--- config.mk ---
export PLATFORM = sky130hd
export DESIGN_NAME = sram_port_arbiter_flat
export DESIGN_NICKNAME = d
export VERILOG_FILES = /design/src/rtl/sram_port_arbiter_if.sv /design/src/rtl/sram_port_arbiter.sv /design/src/flat_wrapper.sv
export SDC_FILE = /design/constraint.sdc
export NUM_CORES = 1
export LEC_CHECK = 0
export BUFFER_PORTS_ARGS = -buffer_cell sky130_fd_sc_hd__buf_2
export CAP_MARGIN = 10
export CORE_AREA = 2 2 89 91
export DETAILED_ROUTE_END_ITERATION = 6
export DIE_AREA = 0 0 91 93
export GPL_TIMING_DRIVEN = 0
export HOLD_SLACK_MARGIN = 0.02
export PLACE_DENSITY_LB_ADDON = 0.2
export SYNTH_ARGS = -nofsm -noshare
export SYNTH_HDL_FRONTEND = slang
export SYNTH_SLANG_ARGS = --single-unit
--- constraint.sdc ---
create_clock -name ACLK -period 2.45 [get_ports ACLK]
set_input_delay 0.1225 -clock ACLK [delete_from_list [all_inputs] [get_ports ACLK]]
set_output_delay 0.1225 -clock ACLK [all_outputs]
set_load 0.02 [all_outputs]
--- src/rtl/sram_port_arbiter_if.sv ---
`default_nettype none
// ============================================================================
//  Module      : sram_port_arbiter_if
//  Description : Bundle of the read-engine, write-engine and SRAM-macro
//                signals around the one-port data SRAM arbiter.
//                slave  modport : the arbiter's view
//                master modport : the environment (engines + SRAM macro)
//  Ports       : rd_req/rd_addr/rd_en/rd_last -> rd_gnt/rd_data/rd_data_valid
//                wr_req/wr_addr/wr_data/wr_strb/wr_en/wr_last -> wr_gnt
//                timeout_err, sram_cs/oe/web/a/di (to macro), sram_do (from)
//  Revision    : 1.0 - initial release
// ============================================================================
interface sram_port_arbiter_if #(
    parameter int ADDR_W = 14
);
    logic              rd_req;
    logic [31:0]       rd_addr;
    logic              rd_en;
    logic              rd_last;
    logic              rd_gnt;
    logic [31:0]       rd_data;
    logic              rd_data_valid;

    logic              wr_req;
    logic [31:0]       wr_addr;
    logic [31:0]       wr_data;
    logic [3:0]        wr_strb;
    logic              wr_en;
    logic              wr_last;
    logic              wr_gnt;

    logic              timeout_err;

    logic              sram_cs;
    logic              sram_oe;
    logic [3:0]        sram_web;
    logic [ADDR_W-1:0] sram_a;
    logic [31:0]       sram_di;
    logic [31:0]       sram_do;

    modport slave (
        input  rd_req, rd_addr, rd_en, rd_last,
        output rd_gnt, rd_data, rd_data_valid,
        input  wr_req, wr_addr, wr_data, wr_strb, wr_en, wr_last,
        output wr_gnt, timeout_err,
        output sram_cs, sram_oe, sram_web, sram_a, sram_di,
        input  sram_do
    );

    modport master (
        output rd_req, rd_addr, rd_en, rd_last,
        input  rd_gnt, rd_data, rd_data_valid,
        output wr_req, wr_addr, wr_data, wr_strb, wr_en, wr_last,
        input  wr_gnt, timeout_err,
        input  sram_cs, sram_oe, sram_web, sram_a, sram_di,
        output sram_do
    );
endinterface
`default_nettype wire

--- src/rtl/sram_port_arbiter.sv ---
`default_nettype none
// ============================================================================
//  Module      : sram_port_arbiter
//  Description : Burst-level arbiter/sequencer for the one-port data SRAM.
//                Grants the port to the read or write engine for a whole
//                burst (round-robin on contention), hands over directly on
//                the last beat, and revokes a stalled grant via a watchdog.
//  Ports       : ACLK    - clock
//                ARESETn - asynchronous active-low reset
//                bus     - sram_port_arbiter_if.slave (engines + SRAM pins)
//  Revision    : 1.0 - initial release
// ============================================================================
module sram_port_arbiter #(
    parameter int ADDR_W  = 14,
    parameter int TIMEOUT = 16
) (
    input  wire logic            ACLK,
    input  wire logic            ARESETn,
    sram_port_arbiter_if.slave   bus
);

    localparam int CNT_W = (TIMEOUT > 2) ? $clog2(TIMEOUT) : 1;
    localparam logic [CNT_W-1:0] C_CNT_MAX = CNT_W'(TIMEOUT - 1);

    typedef enum logic [1:0] {
        S_IDLE = 2'd0,
        S_RD   = 2'd1,
        S_WR   = 2'd2
    } state_t;

    state_t            state_q, state_d;
    logic              prio_q, prio_d;       // 0: read wins a tie, 1: write wins
    logic [CNT_W-1:0]  cnt_q, cnt_d;         // granted cycles since last beat
    logic              oe_q;
    logic              to_q, to_d;

    logic              w_rd_beat;
    logic              w_wr_beat;
    logic              w_beat;
    logic              w_expire;

    // Beats only count while the matching grant is held.
    assign w_rd_beat = (state_q == S_RD) && bus.rd_en;
    assign w_wr_beat = (state_q == S_WR) && bus.wr_en;
    assign w_beat    = w_rd_beat || w_wr_beat;
    assign w_expire  = (state_q != S_IDLE) && !w_beat && (cnt_q == C_CNT_MAX);

    always_comb begin
        state_d = state_q;
        prio_d  = prio_q;
        cnt_d   = cnt_q;
        to_d    = 1'b0;

        case (state_q)
            S_IDLE: begin
                if (bus.rd_req && (!bus.wr_req || !prio_q)) begin
                    state_d = S_RD;
                end else if (bus.wr_req) begin
                    state_d = S_WR;
                end
            end
            S_RD: begin
                if (w_rd_beat && bus.rd_last) begin
                    state_d = bus.wr_req ? S_WR : S_IDLE;
                end else if (w_expire) begin
                    state_d = S_IDLE;
                    to_d    = 1'b1;
                end
            end
            S_WR: begin
                if (w_wr_beat && bus.wr_last) begin
                    state_d = bus.rd_req ? S_RD : S_IDLE;
                end else if (w_expire) begin
                    state_d = S_IDLE;
                    to_d    = 1'b1;
                end
            end
            default: begin
                state_d = S_IDLE;
            end
        endcase

        // Every fresh grant points the tie-break at the other engine.
        if ((state_d != state_q) && (state_d != S_IDLE)) begin
            prio_d = (state_d == S_RD);
        end

        if ((state_q == S_IDLE) || w_beat || (state_d != state_q)) begin
            cnt_d = '0;
        end else begin
            cnt_d = cnt_q + 1'b1;
        end
    end

    always_ff @(posedge ACLK or negedge ARESETn) begin
        if (!ARESETn) begin
            state_q <= S_IDLE;
            prio_q  <= 1'b0;
            cnt_q   <= '0;
            oe_q    <= 1'b0;
            to_q    <= 1'b0;
        end else begin
            state_q <= state_d;
            prio_q  <= prio_d;
            cnt_q   <= cnt_d;
            oe_q    <= w_rd_beat;
            to_q    <= to_d;
        end
    end

    assign bus.rd_gnt        = (state_q == S_RD);
    assign bus.wr_gnt        = (state_q == S_WR);
    assign bus.rd_data       = bus.sram_do;
    assign bus.rd_data_valid = oe_q;
    assign bus.sram_oe       = oe_q;
    assign bus.timeout_err   = to_q;

    // SRAM pins decode straight off the state register so that an
    // asynchronous reset blocks writes without waiting for a clock edge.
    assign bus.sram_cs  = (state_q != S_IDLE);
    assign bus.sram_di  = bus.wr_data;
    assign bus.sram_web = w_wr_beat ? ~bus.wr_strb : 4'hF;
    assign bus.sram_a   = (state_q == S_RD) ? bus.rd_addr[ADDR_W+1:2] :
                          (state_q == S_WR) ? bus.wr_addr[ADDR_W+1:2] :
                                              '0;

    // Byte-offset and above-range address bits are don't-care for a word SRAM.
    logic w_unused;
    assign w_unused = &{1'b0, bus.rd_addr[31:ADDR_W+2], bus.rd_addr[1:0],
                        bus.wr_addr[31:ADDR_W+2], bus.wr_addr[1:0]};

endmodule
`default_nettype wire

--- src/flat_wrapper.sv ---
// flat-port wrapper written by rule: the top's interface ports become plain ports
module sram_port_arbiter_flat 
#(
    parameter int ADDR_W  = 14,
    parameter int TIMEOUT = 16
)
  (ACLK, ARESETn, bus_rd_req, bus_rd_addr, bus_rd_en, bus_rd_last, bus_rd_gnt, bus_rd_data, bus_rd_data_valid, bus_wr_req, bus_wr_addr, bus_wr_data, bus_wr_strb, bus_wr_en, bus_wr_last, bus_wr_gnt, bus_timeout_err, bus_sram_cs, bus_sram_oe, bus_sram_web, bus_sram_a, bus_sram_di, bus_sram_do);
  sram_port_arbiter_if #(.ADDR_W(ADDR_W)) bus_i ();
  input  wire logic ACLK;
  input  wire logic ARESETn;
  input wire logic [$bits(bus_i.rd_req)-1:0] bus_rd_req;
  input wire logic [$bits(bus_i.rd_addr)-1:0] bus_rd_addr;
  input wire logic [$bits(bus_i.rd_en)-1:0] bus_rd_en;
  input wire logic [$bits(bus_i.rd_last)-1:0] bus_rd_last;
  output wire logic [$bits(bus_i.rd_gnt)-1:0] bus_rd_gnt;
  output wire logic [$bits(bus_i.rd_data)-1:0] bus_rd_data;
  output wire logic [$bits(bus_i.rd_data_valid)-1:0] bus_rd_data_valid;
  input wire logic [$bits(bus_i.wr_req)-1:0] bus_wr_req;
  input wire logic [$bits(bus_i.wr_addr)-1:0] bus_wr_addr;
  input wire logic [$bits(bus_i.wr_data)-1:0] bus_wr_data;
  input wire logic [$bits(bus_i.wr_strb)-1:0] bus_wr_strb;
  input wire logic [$bits(bus_i.wr_en)-1:0] bus_wr_en;
  input wire logic [$bits(bus_i.wr_last)-1:0] bus_wr_last;
  output wire logic [$bits(bus_i.wr_gnt)-1:0] bus_wr_gnt;
  output wire logic [$bits(bus_i.timeout_err)-1:0] bus_timeout_err;
  output wire logic [$bits(bus_i.sram_cs)-1:0] bus_sram_cs;
  output wire logic [$bits(bus_i.sram_oe)-1:0] bus_sram_oe;
  output wire logic [$bits(bus_i.sram_web)-1:0] bus_sram_web;
  output wire logic [$bits(bus_i.sram_a)-1:0] bus_sram_a;
  output wire logic [$bits(bus_i.sram_di)-1:0] bus_sram_di;
  input wire logic [$bits(bus_i.sram_do)-1:0] bus_sram_do;
  assign bus_i.rd_req = bus_rd_req;
  assign bus_i.rd_addr = bus_rd_addr;
  assign bus_i.rd_en = bus_rd_en;
  assign bus_i.rd_last = bus_rd_last;
  assign bus_rd_gnt = bus_i.rd_gnt;
  assign bus_rd_data = bus_i.rd_data;
  assign bus_rd_data_valid = bus_i.rd_data_valid;
  assign bus_i.wr_req = bus_wr_req;
  assign bus_i.wr_addr = bus_wr_addr;
  assign bus_i.wr_data = bus_wr_data;
  assign bus_i.wr_strb = bus_wr_strb;
  assign bus_i.wr_en = bus_wr_en;
  assign bus_i.wr_last = bus_wr_last;
  assign bus_wr_gnt = bus_i.wr_gnt;
  assign bus_timeout_err = bus_i.timeout_err;
  assign bus_sram_cs = bus_i.sram_cs;
  assign bus_sram_oe = bus_i.sram_oe;
  assign bus_sram_web = bus_i.sram_web;
  assign bus_sram_a = bus_i.sram_a;
  assign bus_sram_di = bus_i.sram_di;
  assign bus_i.sram_do = bus_sram_do;
  sram_port_arbiter #(.ADDR_W(ADDR_W), .TIMEOUT(TIMEOUT)) u_core (.ACLK(ACLK), .ARESETn(ARESETn), .bus(bus_i));
endmodule
# Yosys cells after proc, flatten, opt, wreduce, memory -nomap -nowiden
# Index checks and enable logic that the tools add are counted.
[classes]
n_reduce_logical = 18
n_addsub = 1
eq_ne = 5
n_bitwise = 1
mux = 16
[op_table]
columns = ["op", "count"]
rows = [
  ["$mux W14", 2],
  ["$mux W2", 6],
  ["$logic_and A1 B1 Y1", 8],
  ["$mux W4", 2],
  ["$pmux W2 S3", 1],
  ["$add A4 B1 Y4 const B", 1],
  ["$eq A2 B1 Y1 const B", 2],
  ["$eq A4 B4 Y1 const B", 1],
  ["$logic_or A1 B1 Y1", 4],
  ["$mux W1", 4],
  ["$not A4 Y4", 1],
  ["$reduce_bool A2 Y1", 2],
  ["$logic_not A1 Y1", 3],
  ["$eq A2 B2 Y1 const B", 1],
  ["$logic_not A2 Y1", 1],
  ["$ne A2 B2 Y1", 1],
  ["$pmux W1 S2", 1],
]
[word_totals]
output_inout_bits = 88
ff_bits = 9

# Longest topological paths before layout
[logic_depth]
ltp_word = 12
depth_mapped = 9

# Worst setup path before layout
# No wires, ideal clock.
[synth_timing]
path_type = "register to register"
startpoint = "reg u_core.state_q[1]"
endpoint = "reg u_core.cnt_q[3]"
path_stages_with_launch = 10
arrival_time_ps = 2042
path_slack_ps = 337
required_time_ps = 2378
period_less_slack_ps = 2113
setup_ps = 72
cell_sequence = "dfrtp_1 > inv_1 > ha_1 > buf_6 > a221oi_2 > and4_4 > o21ba_1 > o31a_1 > a211o_1 > nor2_1"
[synth_between]
elab_chain_cells = 12
word_cells_on_any_way = 22
cone_classes = "3 x eq/ne; 7 x mux; 12 x reduce/logical"
[synth_lines]
columns = ["item", "line_no", "rtl"]
rows = [
  ["from (decl)", "sram_port_arbiter.sv:31", "state_t state_q, state_d;"],
  ["from (signal assigned)", "sram_port_arbiter.sv:103", "state_q <= state_d;"],
  ["$eq A2 B1 Y1 (*)", "--", ""],
  ["named net bus_rd_gnt", "flat_wrapper.sv:15", "output wire logic [$bits(bus_i.rd_gnt)-1:0] bus_rd_gnt;"],
  ["$logic_and A1 B1 Y1", "sram_port_arbiter.sv:43", "assign w_rd_beat = (state_q == S_RD) && bus.rd_en;"],
  ["$logic_or A1 B1 Y1", "sram_port_arbiter.sv:45", "assign w_beat = w_rd_beat || w_wr_beat;"],
  ["$logic_not A1 Y1", "sram_port_arbiter.sv:46", "assign w_expire = (state_q != S_IDLE) && !w_beat && (cnt_q == C_CNT_MAX);"],
  ["$logic_and A1 B1 Y1 (2 in a row)", "sram_port_arbiter.sv:46", ""],
  ["$mux W2", "sram_port_arbiter.sv:65, sram_port_arbiter.sv:73", ""],
  ["$mux W2 (on tied branches)", "sram_port_arbiter.sv:71, sram_port_arbiter.sv:63", ""],
  ["$pmux W2 S3", "sram_port_arbiter.sv:54", "case (state_q)"],
  ["$ne A2 B2 Y1", "sram_port_arbiter.sv:88", "if ((state_q == S_IDLE) || w_beat || (state_d != state_q)) begin"],
  ["$logic_or A1 B1 Y1 (*)", "sram_port_arbiter.sv:88", ""],
  ["$mux W4 (*)", "sram_port_arbiter.sv:88", ""],
  ["named net u_core.cnt_d[3]", "sram_port_arbiter.sv:33", "logic [CNT_W-1:0] cnt_q, cnt_d;"],
  ["to (signal assigned)", "sram_port_arbiter.sv:105", "cnt_q <= cnt_d;"],
  ["to (decl)", "sram_port_arbiter.sv:33", ""],
]
# Mark *: on every way through the listed nets, which the timed path passes. The rest lies on a longest branch.
# A chain may end at the register's enable or synchronous reset.

# Final worst setup path
[layout_timing]
startpoint = "reg u_core.state_q[0]"
endpoint = "reg u_core.cnt_q[3]"
[layout_between]
elab_chain_cells = 12
word_cells_on_any_way = 22
cone_classes = "3 x eq/ne; 7 x mux; 12 x reduce/logical"
[layout_lines]
columns = ["item", "line_no"]
rows = [
  ["$eq A2 B1 Y1 or $eq A2 B2 Y1 (tied branches)", "sram_port_arbiter.sv:43, sram_port_arbiter.sv:54, sram_port_arbiter.sv:44"],
  ["$logic_and A1 B1 Y1 (on tied branches)", "sram_port_arbiter.sv:43, sram_port_arbiter.sv:44"],
  ["$logic_or A1 B1 Y1", "sram_port_arbiter.sv:45"],
  ["$logic_not A1 Y1", "sram_port_arbiter.sv:46"],
  ["$logic_and A1 B1 Y1 (2 in a row)", "sram_port_arbiter.sv:46"],
  ["$mux W2", "sram_port_arbiter.sv:65, sram_port_arbiter.sv:73"],
  ["$mux W2 (on tied branches)", "sram_port_arbiter.sv:71, sram_port_arbiter.sv:63"],
  ["$pmux W2 S3", "sram_port_arbiter.sv:54"],
  ["$ne A2 B2 Y1", "sram_port_arbiter.sv:88"],
  ["$logic_or A1 B1 Y1 (*)", "sram_port_arbiter.sv:88"],
  ["$mux W4 (*)", "sram_port_arbiter.sv:88"],
  ["named net u_core.cnt_d[3]", "sram_port_arbiter.sv:33"],
]
# Marked as above.

==> flow_summary.toml <==
[status]
status = "finished, final reports clean"

[setup_path]
rrSetupSlack_ns = 0.27
reg2reg_depth = 8
cp_cell_sequence = "inv_1, ha_1, a221oi_2, and4_4, o21ba_1, o31a_1, a211o_1, nor2_1"
cp-start-kind = "register"
max_stage_delay_ns = 0.43
rr_endpoint = "u_core.cnt_q[3]"
path_class = "register to register"
critPathSlowestCell = "dfrtp_1"
required_ns = 2.61
r2r-start = "u_core.state_q[0]"
critical_path_arrival_ns = 2.33
cp_max_fo = 6
end_kind = "register"

[pwr]
irDropWorstVdd_v = 0.000167
combPwrFrac = 0.719
p_sw_uw = 677
p_int_uw = 722
leakage_uw = 0.00122
p_seq_frac = 0.159
pwr-share-clk = 0.123
switching_share = 0.484
pwr_density_cell_nw_per_um2 = 680

[clock_network]
path_clk_slew_ns = 0.05
cts_buffers = 3
clockRootBuffer = "clkbuf_8"
numClockSinks = 9
clockBufferDepth = 2
post_cts_buffers = 0
tritoncts = "built"
clk_latency_ns = 0.23
cts_max_level = 1

[global_route]
grt_max_degree = 11
grt_pass1_vias = 1223
grt_pass1_wl_um = 5760
grt_use_total = 0.0835
gr-total-overflow = 0
grt_antenna_before_repair = 0

[finish]
finalNonFillerCells = 384
synthToLayoutAreaGrowth_pct = 66.6
diodes = 0
fin_nets = 428
drive_gt1_frac = 0.713

[timing]
slew_viol_final = 0
max_freq_mhz = 460
fin_setup_tns_ns = 0
post-route-period-util = 0.888
finalSetupViolCount = 0
worst_clock_skew_ns = 0.00157
slew_headroom = 0.685
worstMarginPinSlew_ns = 0.473
fin_crit_ns = 2.18
rsz0062_at_grt = "false"
finalHoldViolCount = 0

[detailed_routing]
routed_wl_um = 3950
vias_per_cell = 3.63
detail-route-antenna-nets = 0
drc = 0
dr.pass1.iters = 3
vias = 1394
routedWlPerCell_um = 10.3
drtIter0Drc = 42

[logic_synthesis]
synth_most_common_cell = "buf_4"
synth_top_area_cell = "buf_4"
avgSynthCellArea_um2 = 8.23
synth_edf_count = 0
ys_ff_latch = 9
synth_warnings = 0
synth_top_area_share = 0.395
synthCells = 150
syn-num-nets = 295
yosys-top-cells-count = "65 x buf_4, 14 x a22o_1, 9 x dfrtp_1, 9 x nand2_1, 7 x inv_1"
yosys_most_used_dff = "dfrtp_1"
yosysSeqAreaShare = 0.182
async_reset_ff_frac = 1.00
synthDistinctLibCells = 31
syn_area_um2 = 1230
synth_area_leaders = "buf_4 40%, dfrtp_1 18%, a22o_1 9.9%"

[min_path]
hold_end = "u_core.bus.rd_data_valid"
hold_path_depth = 2
worstHoldStart = "bus_rd_en"
hold_path_class = "input pin to register"

[die]
start_util = 0.164
ios = 228
die_h_um = 93
coreArea_um2 = 7530
fp.dieW_um = 91
rows = 32
die_area_um2 = 8460

[placed_design]
dp_cells = 379
gp_congestion = 0.741
dp_hpwl_um = 3560
numPortBuffers = 127

[run]
max-cap-violations = 0
==> timing repair <==
action,CTS,global route
setup endpoints to repair,0,10
hold endpoints to repair,9,0
hold buffers,1,0
gates resized for setup,0,3
==> power by group through the flow <==
stage / Clock (µW) / Sequential, µW / Combinational [µW]
final: 171 / 222 / 1010
after global routing: 186 / 231 / 1110
after CTS: 177 / 224 / 1010
after detailed placement: 0 / 226 / 1010
after global placement: 0 / 225 / 1020
after floorplan: 0 / 218 / 720
==> placed cells by master, fill, tap and decap left out <==
cell type / instances
a211o_1: 1
a21o_1: 1
a21oi_1: 1
a221oi_2: 1
a22o_1: 14
a22oi_1: 1
a2bb2oi_1: 1
and2_1: 4
and3_1: 1
and3b_1: 1
and4_4: 1
buf_2: 127
buf_4: 65
buf_6: 1
clkbuf_1: 2
clkbuf_2: 1
clkbuf_8: 3
dfrtp_1: 9
dlygate4sd3_1: 1
ha_1: 5
inv_1: 7
mux2_2: 1
nand2_1: 9
nand3_1: 4
nand4_1: 1
nor2_1: 6
nor2b_2: 1
o211ai_1: 2
o21ai_0: 4
o21ba_1: 1
o21bai_1: 1
o221ai_1: 1
o31a_1: 1
xnor2_1: 1
xor2_1: 1
==> critical path, delay by kind of cell, from the launching register on <==
family | cells | cell delay (ns)
DFF | 1 | 0.43
adders and majority gates | 1 | 0.30
and+or+nand+nor | 2 | 0.34
AOI/OAI and AO/OA | 4 | 0.86
buffers and inverters | 1 | 0.17
==> worst max path at each step <==
stage,from,endpoint,depth (start not counted),slack [ns]
finish,u_core.state_q[0],u_core.cnt_q[3],8,0.27
global route,u_core.state_q[0],u_core.cnt_q[3],8,0.06
CTS,u_core.state_q[0],bus_sram_a[6],6,0.03
detailed placement,u_core.state_q[0],u_core.cnt_q[3],8,0.27
global placement,u_core.state_q[0],bus_sram_a[6],6,0.25
floorplan,u_core.state_q[1],u_core.cnt_q[3],9,0.34
==> stage by stage <==
stage | cell area (µm²) | utilization | hold WS (ns) | power, µW | worst slack [ns]
after floorplan | 1230 | - | -0.173 | 937 | 0.337
after CTS | 2050 | 0.273 | 0.180 | 1410 | 0.0332
final | 2060 | 0.273 | 0.182 | 1400 | 0.274
after global routing | 2060 | 0.273 | 0.196 | 1520 | 0.0595
after global placement | 2000 | 0.265 | -0.00752 | 1240 | 0.250
after detailed placement | 2000 | 0.265 | -0.00354 | 1240 | 0.268
==> registers in the layout, summed over array words and instances, names as in the netlist <==
| register | count |
|---|---|
| u_core.cnt_q | 4 |
| u_core.state_q | 2 |
| u_core.bus.rd_data_valid | 1 |
| u_core.bus.timeout_err | 1 |
| u_core.prio_q | 1 |
==> cell families (layout without fill, tap and decap cells) <==
kind of cell             count (synthesis)  after routing  synth area share
flip-flops                               9              9             0.182
buffers and inverters                   75            207             0.432
AND/OR/NAND/NOR                         28             28             0.113
adder cells (fa/ha/maj)                  5              5            0.0507
multiplexers                             1              1           0.00912
AO/OA/AOI/OAI                           30             30             0.199
XOR/XNOR                                 2              2            0.0142
==> final cells by class <==
cell class	instances	area [µm²]
clock buffers	4	45.0
inverters	7	26.3
multi-input cells	66	479
plain buffers	68	508
well taps	102	128
repair buffers	128	646
flip-flops and latches	9	225
fillers	816	5470
==> per-layer routing <==
metal	wire length, µm	track usage	share of wire
met2	2090	0.164	0.53
met3	506	0.0355	0.13
met5	0	0	0
met1	1360	0.0849	0.34
met4	0	0.00758	0
(Power assumes the default switching activity.)
